[src/rtl/eca_pkg.sv]
// Shared encodings for the elementary cellular automaton engine:
// boundary-mode codes and the control FSM state type.
package eca_pkg;

  // Boundary handling for the two out-of-range neighbours
  localparam logic [1:0] BM_PERIODIC = 2'b00;
  localparam logic [1:0] BM_ZERO     = 2'b01;
  localparam logic [1:0] BM_ONE      = 2'b10;
  localparam logic [1:0] BM_REFLECT  = 2'b11;

  // Control FSM states
  typedef enum logic [1:0] {
    IDLE = 2'b00,
    RUN  = 2'b01,
    HALT = 2'b10
  } eca_state_t;

endpackage

[src/rtl/eca_next.sv]
// Combinational next-generation logic for a WIDTH-cell elementary CA.
// Each cell looks up the rule bit selected by {s[i+1], s[i], s[i-1]};
// the two missing edge neighbours come from the boundary mode.
module eca_next
  import eca_pkg::*;
#(
  parameter int WIDTH = 20
) (
  input  logic [WIDTH-1:0] state,
  input  logic [7:0]       rule_q,
  input  logic [1:0]       bmode_q,
  output logic [WIDTH-1:0] next,
  output logic             same
);

  logic             hi_s;     // virtual neighbour s[WIDTH]
  logic             lo_s;     // virtual neighbour s[-1]
  logic [WIDTH+1:0] ext_s;    // {s[WIDTH], s[WIDTH-1:0], s[-1]}
  logic [2:0]       nbhd_s;

  // Select the virtual edge neighbours for the current boundary mode
  always_comb begin
    hi_s = 1'b0;
    lo_s = 1'b0;
    case (bmode_q)
      BM_PERIODIC: begin
        hi_s = state[0];
        lo_s = state[WIDTH-1];
      end
      BM_ZERO: begin
        hi_s = 1'b0;
        lo_s = 1'b0;
      end
      BM_ONE: begin
        hi_s = 1'b1;
        lo_s = 1'b1;
      end
      BM_REFLECT: begin
        hi_s = state[WIDTH-1];
        lo_s = state[0];
      end
      default: begin
        hi_s = 1'b0;
        lo_s = 1'b0;
      end
    endcase
  end

  assign ext_s = {hi_s, state, lo_s};

  // Look up every cell's next value; ext_s[i +: 3] is {s[i+1], s[i], s[i-1]}
  always_comb begin
    next   = '0;
    nbhd_s = 3'b000;
    for (int i = 0; i < WIDTH; i++) begin
      nbhd_s  = ext_s[i +: 3];
      next[i] = rule_q[nbhd_s];
    end
  end

  assign same = (next == state);

endmodule

[src/rtl/eca_engine.sv]
// Elementary cellular automaton engine: a WIDTH-cell automaton with a
// run-time rule and boundary mode, evolved under a load/start/step/stop
// control FSM with a saturating generation counter.
module eca_engine
  import eca_pkg::*;
#(
  parameter int WIDTH = 20,
  parameter int CNT_W = 16
) (
  input  logic             clk,
  input  logic             res,
  input  logic             load,
  input  logic [WIDTH-1:0] init,
  input  logic [7:0]       rule,
  input  logic [1:0]       bmode,
  input  logic [CNT_W-1:0] max_gen,
  input  logic             start,
  input  logic             step,
  input  logic             stop,
  output logic [WIDTH-1:0] state,
  output logic [CNT_W-1:0] gen,
  output logic             busy,
  output logic             done,
  output logic             stable
);

  eca_state_t       fsm_q;
  logic [WIDTH-1:0] state_q;
  logic [CNT_W-1:0] gen_q;
  logic [CNT_W-1:0] max_q;
  logic [7:0]       rule_q;
  logic [1:0]       bmode_q;
  logic             busy_q;
  logic             done_q;
  logic             stable_q;

  logic [WIDTH-1:0] state_d;    // next generation
  logic             same_d;     // next generation equals current one
  logic [CNT_W-1:0] gen_inc_s;
  logic             gen_sat_s;  // counter already at all-ones
  logic             last_s;     // this update reaches the limit or saturates

  eca_next #(
    .WIDTH(WIDTH)
  ) u_next (
    .state  (state_q),
    .rule_q (rule_q),
    .bmode_q(bmode_q),
    .next   (state_d),
    .same   (same_d)
  );

  assign gen_inc_s = gen_q + CNT_W'(1);
  assign gen_sat_s = &gen_q;
  assign last_s    = ((max_q != '0) && (gen_inc_s == max_q)) || (&gen_inc_s);

  // Control FSM with all outputs registered; priority res > load > start > step > stop
  always_ff @(posedge clk) begin
    if (res) begin
      fsm_q    <= IDLE;
      state_q  <= '0;
      gen_q    <= '0;
      max_q    <= '0;
      rule_q   <= 8'h00;
      bmode_q  <= BM_PERIODIC;
      busy_q   <= 1'b0;
      done_q   <= 1'b0;
      stable_q <= 1'b0;
    end else if (load) begin
      fsm_q    <= IDLE;
      state_q  <= init;
      rule_q   <= rule;
      bmode_q  <= bmode;
      gen_q    <= '0;
      busy_q   <= 1'b0;
      done_q   <= 1'b0;
      stable_q <= 1'b0;
    end else begin
      case (fsm_q)
        IDLE, HALT: begin
          if (start) begin
            max_q  <= max_gen;
            done_q <= 1'b0;
            busy_q <= 1'b1;
            fsm_q  <= RUN;
          end else if (step) begin
            state_q  <= state_d;
            if (!gen_sat_s) begin
              gen_q <= gen_inc_s;
            end
            stable_q <= same_d;
            done_q   <= 1'b1;
            busy_q   <= 1'b0;
            fsm_q    <= HALT;
          end
        end
        RUN: begin
          if (stop) begin
            // Halt immediately, leaving the current generation untouched
            done_q <= 1'b1;
            busy_q <= 1'b0;
            fsm_q  <= HALT;
          end else if (same_d) begin
            // Fixed point: nothing more to compute
            stable_q <= 1'b1;
            done_q   <= 1'b1;
            busy_q   <= 1'b0;
            fsm_q    <= HALT;
          end else if (gen_sat_s) begin
            // Counter cannot advance any further, so the run cannot either
            stable_q <= 1'b0;
            done_q   <= 1'b1;
            busy_q   <= 1'b0;
            fsm_q    <= HALT;
          end else begin
            state_q  <= state_d;
            gen_q    <= gen_inc_s;
            stable_q <= 1'b0;
            if (last_s) begin
              done_q <= 1'b1;
              busy_q <= 1'b0;
              fsm_q  <= HALT;
            end
          end
        end
        default: begin
          fsm_q  <= IDLE;
          busy_q <= 1'b0;
        end
      endcase
    end
  end

  assign state  = state_q;
  assign gen    = gen_q;
  assign busy   = busy_q;
  assign done   = done_q;
  assign stable = stable_q;

endmodule

[config.mk]
export PLATFORM = sky130hd
export DESIGN_NAME = eca_engine
export DESIGN_NICKNAME = d
export VERILOG_FILES = /design/src/rtl/eca_pkg.sv /design/src/rtl/eca_next.sv /design/src/rtl/eca_engine.sv
export SDC_FILE = /design/constraint.sdc
export NUM_CORES = 1
export LEC_CHECK = 0
export ABC_AREA = 1
export CAP_MARGIN = 10
export CORE_AREA = 2 2 102 104
export CTS_CLUSTER_DIAMETER = 120
export DETAILED_ROUTE_END_ITERATION = 16
export DIE_AREA = 0 0 104 106
export GPL_TIMING_DRIVEN = 1
export PLACE_DENSITY = 0.93
export SLEW_MARGIN = 10
export SYNTH_ARGS = -nofsm -noshare
export SYNTH_HDL_FRONTEND = slang
export SYNTH_HIERARCHICAL = 1
export SYNTH_SLANG_ARGS = --single-unit
export TNS_END_PERCENT = 1
[constraint.sdc]
create_clock -name clk -period 6.55 [get_ports clk]
set_input_delay 0.9825 -clock clk [delete_from_list [all_inputs] [get_ports clk]]
set_output_delay 0.9825 -clock clk [all_outputs]
set_load 0.02 [all_outputs]
==> results.toml <==
[layout]
final_nets = 1055
drive_gt1_share_pct = 6.56
fillers = 977
antenna-diode-count = 0
final_cell_count_no_fill = 1142
area_growth_pct = 19.2

[timing]
rsz0062_at_grt = "no"
min_period_ns = 3.68
tns_ns = 0
setup_viol = 0
fmax_ghz = 0.272
slew_headroom_pct = 30.7
final.setup_skew_ns = 0.0135
finalMaxSlewViolations = 0
finalHoldViolCount = 0
finalCritPeriodShare_pct = 56.2
worst_slew_pin_slew_ns = 1.04

[worst_hold_path]
worstHoldPathType = "reg -> reg"
hp-start = "bmode_q[1]"

[synth]
synth_fp_nets = 992
yosysWarnings = 6
synth_cell_types = 27
synth_area_um2 = 5340
avgSynthCellArea_um2 = 5.69
synth_cells = 938
ys_ff_latch = 66
ys_seq_area_share_pct = 24.7

[setup_path]
r2r_start = "rule_q[2]"
startpoint_type = "primary input"
setup.worst_path.start = "load"
cp-end-kind = "register"
critical_path_class = "in -> reg"
cp.arrival_ns = 3.95
required_ns = 6.82
path_max_fanout = 34

[route]
totalWireLength_um = 15400
drc = 0
drt_first_pass_iters = 6
ant_nets = 0
dr_total_vias = 6391
wl_per_cell_um = 13.5
drtIter0Drc = 666
vias_per_cell = 5.60

[floorplanning]
coreArea_um2 = 10000
io_pins = 91
dieArea_um2 = 11000
initial_core_util_pct = 53.4
rows = 37
chipHeight_um = 106
die_x_um = 104

[pwr]
ir_drop_v = 0.000100
powerDensity_nw_per_um2 = 188
p_leak_nw = 2.83
finalPower_w = 0.00120

[cts]
cts_resized = 0
cts_root_buffer = "clkbuf_8"
htree_levels = 3
cts.sinks = 66
cts_tree = "yes"
cts_setup_buffers = 0
path_clk_slew_ns = 0.08
clkLatencyLatePin_ns = 0.37
clk_path_buf_depth = 2
cts_buffers = 9
cts_hold_buffers = 0

[global_route]
antenna_found_initial = 0
grt_pass1_wl_um = 25300
grt_overflow = 0
grt_pass1_vias = 5424
grt_use_total_pct = 27.6
grt_max_degree = 48

[placed_design]
dp_cells = 1126
numPortBuffers = 90
place_congestion = 0.985
dp_hpwl_um = 11000

[run]
drv_cap = 0

[status]
status = "finished clean"
logic make-up after synthesis:
kind of cell / count (synthesis) / synth area share [%]
and+or+nand+nor: 603 / 48.1
AOI/OAI and AO/OA: 130 / 15.2
adders and majority gates: 2 / 0.469
DFF: 66 / 24.7
buffers and inverters: 135 / 11.2
xor gates and xnor gates: 2 / 0.328
stage by stage:
step | setup WS (ns) | instance area, um2 | util (%) | hold slack (ns)
after floorplan | 4.24 | 5340 | - | 0.441
after global placement | 2.61 | 6180 | 61.8 | 0.454
after detailed placement | 2.45 | 6180 | 61.8 | 0.457
after CTS | 2.83 | 6360 | 63.7 | 0.469
after global routing | 2.46 | 6360 | 63.7 | 0.491
final | 2.87 | 6360 | 63.7 | 0.466
synth_stat cells:
| master | count | area (um2) |
|---|---|---|
| inv_2 | 11 | 41.3 |
| nand3_2 | 6 | 60.1 |
| o211ai_1 | 16 | 120 |
| a21oi_1 | 57 | 285 |
| buf_2 | 14 | 70.1 |
| o21ai_1 | 3 | 15.0 |
| xor2_1 | 2 | 17.5 |
| nand4_1 | 9 | 56.3 |
| nor2_1 | 78 | 293 |
| nand2_2 | 5 | 31.3 |
| dfxtp_1 | 66 | 1320 |
| ha_1 | 2 | 25.0 |
| nor2_2 | 1 | 6.26 |
| nor3b_1 | 1 | 7.51 |
| nand3_1 | 164 | 821 |
| inv_1 | 80 | 300 |
| a21oi_4 | 1 | 16.3 |
| o21ai_0 | 20 | 100 |
| a211oi_1 | 13 | 97.6 |
| nor2_4 | 3 | 33.8 |
| clkbuf_1 | 14 | 52.6 |
| buf_6 | 9 | 101 |
| clkinv_1 | 4 | 15.0 |
| a21oi_2 | 20 | 175 |
| nand2_1 | 336 | 1260 |
| buf_4 | 1 | 7.51 |
| buf_1 | 2 | 7.51 |
worst max-delay path, stage by stage:
cell and delay (ns):
clkdlybuf4s50_1 0.45, buf_4 0.34, clkinv_1 0.82, nand2_1 1.04, nor2_1 0.09, a211oi_1 0.20
final timing paths:
kind	slack (ns)	cells past startpoint	to
setup / recovery	2.87	6	max_q[9]
hold / removal	0.47	2	bmode_q[1]
setup reg to reg	3.17	20	state[0]
hold reg to reg	0.47	2	bmode_q[1]
per-layer routing:
| metal | track usage [%] | vias to the layer above | wire, um |
|---|---|---|---|
| met5 | 0 | - | 0 |
| met4 | 10.7 | 0 | 460 |
| met3 | 5.09 | 56 | 1590 |
| met2 | 44.5 | 344 | 6870 |
| met1 | 36.7 | 2795 | 6460 |
| li1 | - | 3196 | - |
state kept, by name (all words and copies together), names as in the netlist:
register / count
state: 20
gen: 16
max_q: 16
rule_q: 8
bmode_q: 2
busy: 1
done: 1
fsm_q: 1
stable: 1
layout by cell type (no fill, tap or decap):
cell / instances
nand2_1: 336
nand3_1: 164
clkdlybuf4s50_1: 89
inv_1: 80
nor2_1: 78
dfxtp_1: 66
a21oi_1: 57
o21ai_0: 20
a21oi_2: 20
o211ai_1: 16
a211oi_1: 13
inv_2: 11
nand4_1: 9
clkbuf_8: 9
nand3_2: 6
nand2_2: 5
clkinv_1: 4
nor2_4: 3
o21ai_1: 3
clkinvlp_4: 3
xor2_1: 2
ha_1: 2
inv_6: 2
buf_4: 2
nor2_2: 1
a21oi_4: 1
nor3b_1: 1
clkinv_4: 1
inv_8: 1
buf_2: 1
layout make-up:
| type | instances | area [um2] | area share (%) |
|---|---|---|---|
| clock buffers | 9 | 124 | 1.95 |
| clock inverters | 7 | 60.1 | 0.944 |
| inverters | 95 | 357 | 5.60 |
| multi-input cells | 737 | 3420 | 53.8 |
| flip-flops and latches | 66 | 1320 | 20.8 |
| well taps | 136 | 170 | 2.67 |
| repair buffers | 92 | 911 | 14.3 |
where the power goes:
part | leakage [nW] | switching [W] | total, W | internal (W)
logic | 2.20 | 0.000233 | 0.000387 | 0.000154
registers | 0.542 | 0.0000496 | 0.000476 | 0.000426
clock network | 0.0844 | 0.000192 | 0.000335 | 0.000143
total | 2.83 | 0.000474 | 0.00120 | 0.000724
(Power assumes the default switching activity.)
